[src/rtl/offload_mailbox.sv]
// Offload mailbox: AVMM slave window for an embedded CPU. It has a host-to-CPU
// FIFO, a CPU-to-host first-word-fall-through FIFO, sticky error flags, a
// done doorbell and a scratch register. Each access gets exactly one wait state.
module offload_mailbox #(
   parameter int FIFO_DEPTH = 16,
   parameter int CNT_W      = 5
) (
   input  logic        clk,
   input  logic        rst,
   // CPU-side AVMM slave
   output logic        avs_waitrequest,
   input  logic        avs_read,
   input  logic        avs_write,
   input  logic [23:0] avs_address,
   input  logic [31:0] avs_writedata,
   input  logic [3:0]  avs_byteenable,
   output logic        avs_readdatavalid,
   output logic [31:0] avs_readdata,
   // host-to-CPU stream
   input  logic        h2c_valid,
   output logic        h2c_ready,
   input  logic [31:0] h2c_data,
   // CPU-to-host stream
   output logic        c2h_valid,
   input  logic        c2h_ready,
   output logic [31:0] c2h_data,
   // job-complete doorbell
   output logic        done_pulse
);

   localparam int AW = $clog2(FIFO_DEPTH);

   localparam logic [2:0] SEL_H2C     = 3'd0;
   localparam logic [2:0] SEL_C2H     = 3'd1;
   localparam logic [2:0] SEL_STATUS  = 3'd2;
   localparam logic [2:0] SEL_CTRL    = 3'd3;
   localparam logic [2:0] SEL_SCRATCH = 3'd4;

   // Register word select; the remaining address bits alias onto the same map.
   logic [2:0] reg_sel;
   logic       unused_addr;
   assign reg_sel     = avs_address[4:2];
   assign unused_addr = ^{avs_address[23:5], avs_address[1:0]};

   // Access handshake. acc_phase marks the second cycle of an access. That
   // cycle is the accept cycle. A reset on that cycle cancels the access.
   logic acc_phase;
   logic strobe;
   logic accept;
   logic wr_acc;
   logic rd_acc;

   assign strobe          = avs_read | avs_write;
   assign avs_waitrequest = strobe & ~acc_phase;
   assign accept          = strobe & acc_phase & ~rst;
   assign wr_acc          = accept & avs_write;
   assign rd_acc          = accept & avs_read & ~avs_write;

   // FIFO state
   logic [31:0]      h2c_mem [FIFO_DEPTH];
   logic [AW-1:0]    h2c_wptr;
   logic [AW-1:0]    h2c_rptr;
   logic [CNT_W-1:0] h2c_count;
   logic             h2c_full;
   logic             h2c_empty;

   logic [31:0]      c2h_mem [FIFO_DEPTH];
   logic [AW-1:0]    c2h_wptr;
   logic [AW-1:0]    c2h_rptr;
   logic [CNT_W-1:0] c2h_count;
   logic             c2h_full;
   logic             c2h_empty;

   assign h2c_full  = (h2c_count == CNT_W'(FIFO_DEPTH));
   assign h2c_empty = (h2c_count == '0);
   assign c2h_full  = (c2h_count == CNT_W'(FIFO_DEPTH));
   assign c2h_empty = (c2h_count == '0);

   assign h2c_ready = ~h2c_full;
   assign c2h_valid = ~c2h_empty;
   assign c2h_data  = c2h_mem[c2h_rptr];

   // Full and empty use the pre-update count. A push into a full FIFO and a
   // pop from an empty FIFO both fail, even when the other side moves in the
   // same cycle.
   logic h2c_push;
   logic h2c_pop_req;
   logic h2c_pop;
   logic c2h_push_req;
   logic c2h_push;
   logic c2h_pop;
   logic ctrl_wr;
   logic scratch_wr;

   assign h2c_push     = h2c_valid & ~h2c_full;
   assign h2c_pop_req  = rd_acc & (reg_sel == SEL_H2C);
   assign h2c_pop      = h2c_pop_req & ~h2c_empty;
   assign c2h_push_req = wr_acc & (reg_sel == SEL_C2H) & (avs_byteenable == 4'hF);
   assign c2h_push     = c2h_push_req & ~c2h_full;
   assign c2h_pop      = c2h_valid & c2h_ready;
   assign ctrl_wr      = wr_acc & (reg_sel == SEL_CTRL) & avs_byteenable[0];
   assign scratch_wr   = wr_acc & (reg_sel == SEL_SCRATCH);

   logic        h2c_underflow;
   logic        c2h_overflow;
   logic [31:0] scratch;

   // Pack the status word from the live state at the accept cycle.
   function automatic logic [31:0] pack_status(
      input logic             h_empty,
      input logic             c_full,
      input logic [CNT_W-1:0] h_cnt,
      input logic [CNT_W-1:0] c_cnt,
      input logic             h_unf,
      input logic             c_ovf
   );
      logic [31:0] s;
      s             = '0;
      s[0]          = h_empty;
      s[1]          = c_full;
      s[8 +: CNT_W] = h_cnt;
      s[16 +: CNT_W]= c_cnt;
      s[24]         = h_unf;
      s[25]         = c_ovf;
      return s;
   endfunction

   // Read-data mux for the accepted register.
   logic [31:0] rd_mux;
   always_comb begin
      rd_mux = '0;
      case (reg_sel)
         SEL_H2C:     rd_mux = h2c_empty ? 32'h0 : h2c_mem[h2c_rptr];
         SEL_STATUS:  rd_mux = pack_status(h2c_empty, c2h_full, h2c_count,
                                           c2h_count, h2c_underflow, c2h_overflow);
         SEL_SCRATCH: rd_mux = scratch;
         default:     rd_mux = '0;
      endcase
   end

   // Track the wait-state and accept phases of each access.
   always_ff @(posedge clk) begin
      if (rst) acc_phase <= 1'b0;
      else     acc_phase <= strobe & ~acc_phase;
   end

   // FIFO storage; contents are not reset, only pointers and counts are.
   always_ff @(posedge clk) begin
      if (h2c_push) h2c_mem[h2c_wptr] <= h2c_data;
      if (c2h_push) c2h_mem[c2h_wptr] <= avs_writedata;
   end

   // Host-to-CPU pointers and occupancy.
   always_ff @(posedge clk) begin
      if (rst) begin
         h2c_wptr  <= '0;
         h2c_rptr  <= '0;
         h2c_count <= '0;
      end else begin
         if (h2c_push) h2c_wptr <= h2c_wptr + AW'(1);
         if (h2c_pop)  h2c_rptr <= h2c_rptr + AW'(1);
         case ({h2c_push, h2c_pop})
            2'b10:   h2c_count <= h2c_count + CNT_W'(1);
            2'b01:   h2c_count <= h2c_count - CNT_W'(1);
            default: h2c_count <= h2c_count;
         endcase
      end
   end

   // CPU-to-host pointers and occupancy.
   always_ff @(posedge clk) begin
      if (rst) begin
         c2h_wptr  <= '0;
         c2h_rptr  <= '0;
         c2h_count <= '0;
      end else begin
         if (c2h_push) c2h_wptr <= c2h_wptr + AW'(1);
         if (c2h_pop)  c2h_rptr <= c2h_rptr + AW'(1);
         case ({c2h_push, c2h_pop})
            2'b10:   c2h_count <= c2h_count + CNT_W'(1);
            2'b01:   c2h_count <= c2h_count - CNT_W'(1);
            default: c2h_count <= c2h_count;
         endcase
      end
   end

   // Sticky error flags. A new error event overrides a clear in the same cycle.
   always_ff @(posedge clk) begin
      if (rst) begin
         h2c_underflow <= 1'b0;
         c2h_overflow  <= 1'b0;
      end else begin
         if (h2c_pop_req & h2c_empty)            h2c_underflow <= 1'b1;
         else if (ctrl_wr & avs_writedata[1])    h2c_underflow <= 1'b0;
         if (c2h_push_req & c2h_full)            c2h_overflow  <= 1'b1;
         else if (ctrl_wr & avs_writedata[1])    c2h_overflow  <= 1'b0;
      end
   end

   // Scratch register with per-byte write enables.
   always_ff @(posedge clk) begin
      if (rst) begin
         scratch <= '0;
      end else if (scratch_wr) begin
         for (int b = 0; b < 4; b++) begin
            if (avs_byteenable[b]) scratch[8*b +: 8] <= avs_writedata[8*b +: 8];
         end
      end
   end

   // Registered read response and doorbell, one cycle after the accept.
   always_ff @(posedge clk) begin
      if (rst) begin
         avs_readdatavalid <= 1'b0;
         avs_readdata      <= '0;
         done_pulse        <= 1'b0;
      end else begin
         avs_readdatavalid <= rd_acc;
         avs_readdata      <= rd_acc ? rd_mux : 32'h0;
         done_pulse        <= ctrl_wr & avs_writedata[0];
      end
   end

endmodule
[config.mk]
export PLATFORM = sky130hd
export DESIGN_NAME = offload_mailbox
export DESIGN_NICKNAME = d
export VERILOG_FILES = /design/src/rtl/offload_mailbox.sv
export SDC_FILE = /design/constraint.sdc
export NUM_CORES = 1
export LEC_CHECK = 0
export CORE_MARGIN = 3
export CORE_UTILIZATION = 45
export CTS_CLUSTER_SIZE = 25
export DETAILED_ROUTE_END_ITERATION = 7
export GPL_ROUTABILITY_DRIVEN = 0
export GPL_TIMING_DRIVEN = 0
export PLACE_DENSITY = 0.6
export SYNTH_ARGS = -nofsm -noshare
export SYNTH_HDL_FRONTEND = slang
export SYNTH_SLANG_ARGS = --single-unit
[constraint.sdc]
create_clock -name clk -period 6.1 [get_ports clk]
set_input_delay 1.22 -clock clk [delete_from_list [all_inputs] [get_ports clk]]
set_output_delay 1.22 -clock clk [all_outputs]
set_load 0.02 [all_outputs]
==> results.json, run 1 <==
{
  "cp.required_ns": 4.88,
  "pin_count": 167,
  "min_from": "h2c_underflow",
  "clock.fmax_mhz": 197,
  "synth_edf_count": 1024,
  "synth_mux_area_frac": 0.163,
  "grt_pass1_wl_mm": 150,
  "core_um2": 94000,
  "initial_core_util": 0.457,
  "ys_dominant_reg_cell": "edfxtp_1",
  "vias_per_cell": 5.71,
  "cp_max_fo": 10,
  "pwr-share-seq": 0.544,
  "clkSinkCount": 1127,
  "switching_power_mw": 3.09,
  "p_comb_frac": 0.021,
  "power_leakage_nw": 15.5,
  "fin_nets": 2449,
  "cts_tree": "yes",
  "die_h_um": 315,
  "synthTopCellsByArea": "edfxtp_1 (72%), mux4_2 (15%), dfxtp_1 (4.8%)",
  "fin_cells": 3693,
  "slowest_delay_ns": 0.70,
  "synth_top_family_by_area": "multiplexers",
  "holdCritPathClass": "flop to flop",
  "switching_share": 0.198,
  "cts.path.max_buffers": 3,
  "synth_top_area_frac": 0.716,
  "criticalPathCategory": "flop to output pin",
  "ys_warn_count": 0,
  "setup_slack_ns": 1.01,
  "cts_setup_buffers": 0,
  "io_buffers": 140,
  "clk_pin_slew_ns": 0.06,
  "critPathMostFrequentCell": "mux4_2",
  "status": "finished clean",
  "die_area_um2": 99200,
  "syn_inst": 2025,
  "finClkSkew_ns": 0.0293,
  "synthXorXnorAreaFrac": 0.00428,
  "async_reset_ff_frac": 0,
  "synth.cell_area_um2": 43000,
  "cp_data_arrival_time_ns": 3.87,
  "yosysTopAreaCell": "edfxtp_1",
  "grt_pass1_vias": 22100,
  "cts_buffers": 111,
  "core.rowCount": 112,
  "final_antenna_net_count": 0,
  "place_inst": 3475,
  "grt_max_degree": 25,
  "clkLatencyLatePin_ns": 0.68,
  "powerDensity_nw_per_um2": 307,
  "hold_buffers": 0,
  "fin_crit_ns": 5.09,
  "rsz0062_at_grt": "false",
  "drv_slew": 0,
  "setup_violations": 0,
  "irDropWorstVdd_mv": 0.298,
  "pre_cts_slack_ns": 1.11,
  "worstPathCellList": "clkbuf_1 > buf_1 > mux4_2 > mux4_2 > clkdlybuf4s50_1",
  "critical_path.endpoint_type": "output pin",
  "p_int_mw": 12.5,
  "root_buffer": "clkbuf_16",
  "finalCritPeriodShare": 0.834,
  "power_frac_clock": 0.434,
  "drc_errors": 0,
  "multiInputGateArea_um2": 9770,
  "wl_per_cell_um": 27.8,
  "crit_slowest_cell": "buf_1",
  "final_common_cell": "edfxtp_1",
  "worst_setup_path_start_kind": "flop",
  "grt_usage": 0.210,
  "slew_headroom": 0.256,
  "drt_pass1_iterations": 7,
  "synth_compound_area_frac": 0.0242,
  "avgSynthCellArea_um2": 21.2,
  "die_w_um": 315,
  "finalHoldViolations": 0,
  "htree_levels": 3,
  "max_cap_viol_count": 0,
  "seq_area_frac_synth": 0.764,
  "worst_pin_slew_ns": 1.12,
  "initialDrtViolationCount": 1987,
  "r2r-start": "h2c_count[1]",
  "overflow": 0,
  "antenna_found_initial": 8,
  "seqCellArea_um2": 32800,
  "cts_resized": 0,
  "synth_fp_nets": 2140,
  "synth_simple_gate_area_share": 0.0259,
  "synth_fa_ha_area_frac": 0.00495,
  "drive_above_1_share": 0.250,
  "yosysUniqueCellTypes": 54,
  "num_vias": 21100,
  "dp_hpwl_mm": 68.8,
  "fill_cells": 7205,
  "ys_seq_elements": 1127,
  "wl_mm": 103,
  "layout_common_cells": "edfxtp_1 (1024), mux4_2 (288), clkdlybuf4s50_1 (140), clkbuf_16 (113), dfxtp_1 (103)",
  "syn_to_final_growth_pct": 18.0
}
[critical path, delay by kind of cell, from the launching register on]
kind / cells / cell delay [ns]
multiplexers: 2 / 0.96
flip-flops: 1 / 0.32
buffers and inverters: 3 / 1.89
[power by group through the flow]
stage          logic (mW)  clock network (mW)  registers, mW
4_1_cts             0.331                6.88           8.47
3_3_place_gp        0.296                   0           8.64
2_1_floorplan       0.106                   0           8.64
6_report            0.333                6.77           8.48
3_5_place_dp        0.330                   0           8.64
5_1_grt             0.359                7.21           8.47
[synthesized netlist by cell type (7+ instances only)]
cell	n
mux2i_1	36
buf_1	7
nor3_1	10
o22ai_1	13
xor2_1	17
mux4_2	288
a211oi_1	18
nand2_1	59
nor2b_1	22
nor2_1	67
ha_1	17
nand2b_1	8
dfxtp_1	103
clkbuf_1	57
a22o_1	18
nand3_1	36
o21ai_0	8
mux2_2	14
buf_2	39
a22oi_1	13
inv_1	11
a21oi_1	75
edfxtp_1	1024
buf_4	10
[logic make-up (layout without fill, tap and decap cells)]
group / after synthesis / after routing
flip-flops: 1127 / 1127
multiplexers: 338 / 338
AND/OR/NAND/NOR: 230 / 230
AO/OA/AOI/OAI: 164 / 164
buffers and inverters: 128 / 535
XOR/XNOR: 21 / 21
adder cells (fa/ha/maj): 17 / 17
other: 0 / 7
[per-stage QoR]
stage	hold WS, ns	cell area (um2)	TNS [ns]	power, mW	util
6_report	0.463	50700	0	15.6	0.539
5_1_grt	0.481	50700	0	16.0	0.539
4_1_cts	0.457	50700	0	15.7	0.539
3_5_place_dp	0.449	47000	0	8.97	0.500
3_3_place_gp	0.448	45900	-615.48	8.94	0.488
2_1_floorplan	0.432	43000	0	8.75	-
[per-layer routing]
| layer | routed length, um | vias to the layer above | track usage |
|---|---|---|---|
| met3 | 7450 | 151 | 0.0482 |
| met5 | 27 | - | 0 |
| met1 | 41800 | 11200 | 0.282 |
| met4 | 2520 | 4 | 0.0551 |
| li1 | - | 9039 | - |
| met2 | 50900 | 684 | 0.348 |
[state kept, by name, indices dropped and copies added, names as in the netlist, named ones only]
name and flops:
done_pulse 1, h2c_rptr 4, c2h_wptr 4, c2h_rptr 4, c2h_mem 512, h2c_count 5
avs_readdatavalid 1, avs_readdata 32, c2h_overflow 1, acc_phase 1, h2c_wptr 4, c2h_count 5
scratch 32, h2c_underflow 1, h2c_mem 512
[cell type report]
class | instances | share of cell area
plain buffers | 116 | 0.0107
inverters | 12 | 0.000889
multi-input cells | 770 | 0.193
diodes | 7 | 0.000346
well taps | 1254 | 0.0310
flip-flops and latches | 1127 | 0.648
clock buffers | 147 | 0.0597
clock inverters | 64 | 0.0119
repair buffers | 196 | 0.0451
[final timing paths]
kind / end / slack (ns) / cells after the start
setup reg to reg: h2c_count[4] / 2.58 / 15
hold / removal: h2c_underflow / 0.46 / 2
setup / recovery: c2h_data[29] / 1.01 / 5
hold reg to reg: h2c_underflow / 0.46 / 2
Note: power is estimated with default switching activity, not from simulation.
==> run 2, diff against run 1 <==
Clock period 6.1 ns to 5.3 ns, I/O delays scaled along.
==> results of run 2 <==
The final DEF is identical to that of run 1. Status: finished clean.
Among the figures that moved: setup slack after placement 1.11 ns -> 0.466 ns; setup slack after layout 1.01 ns -> 0.375 ns; register-to-register setup slack 2.58 ns -> 1.78 ns; total power 15.6 mW -> 17.9 mW; worst IR drop on VDD 0.298 mV -> 0.343 mV
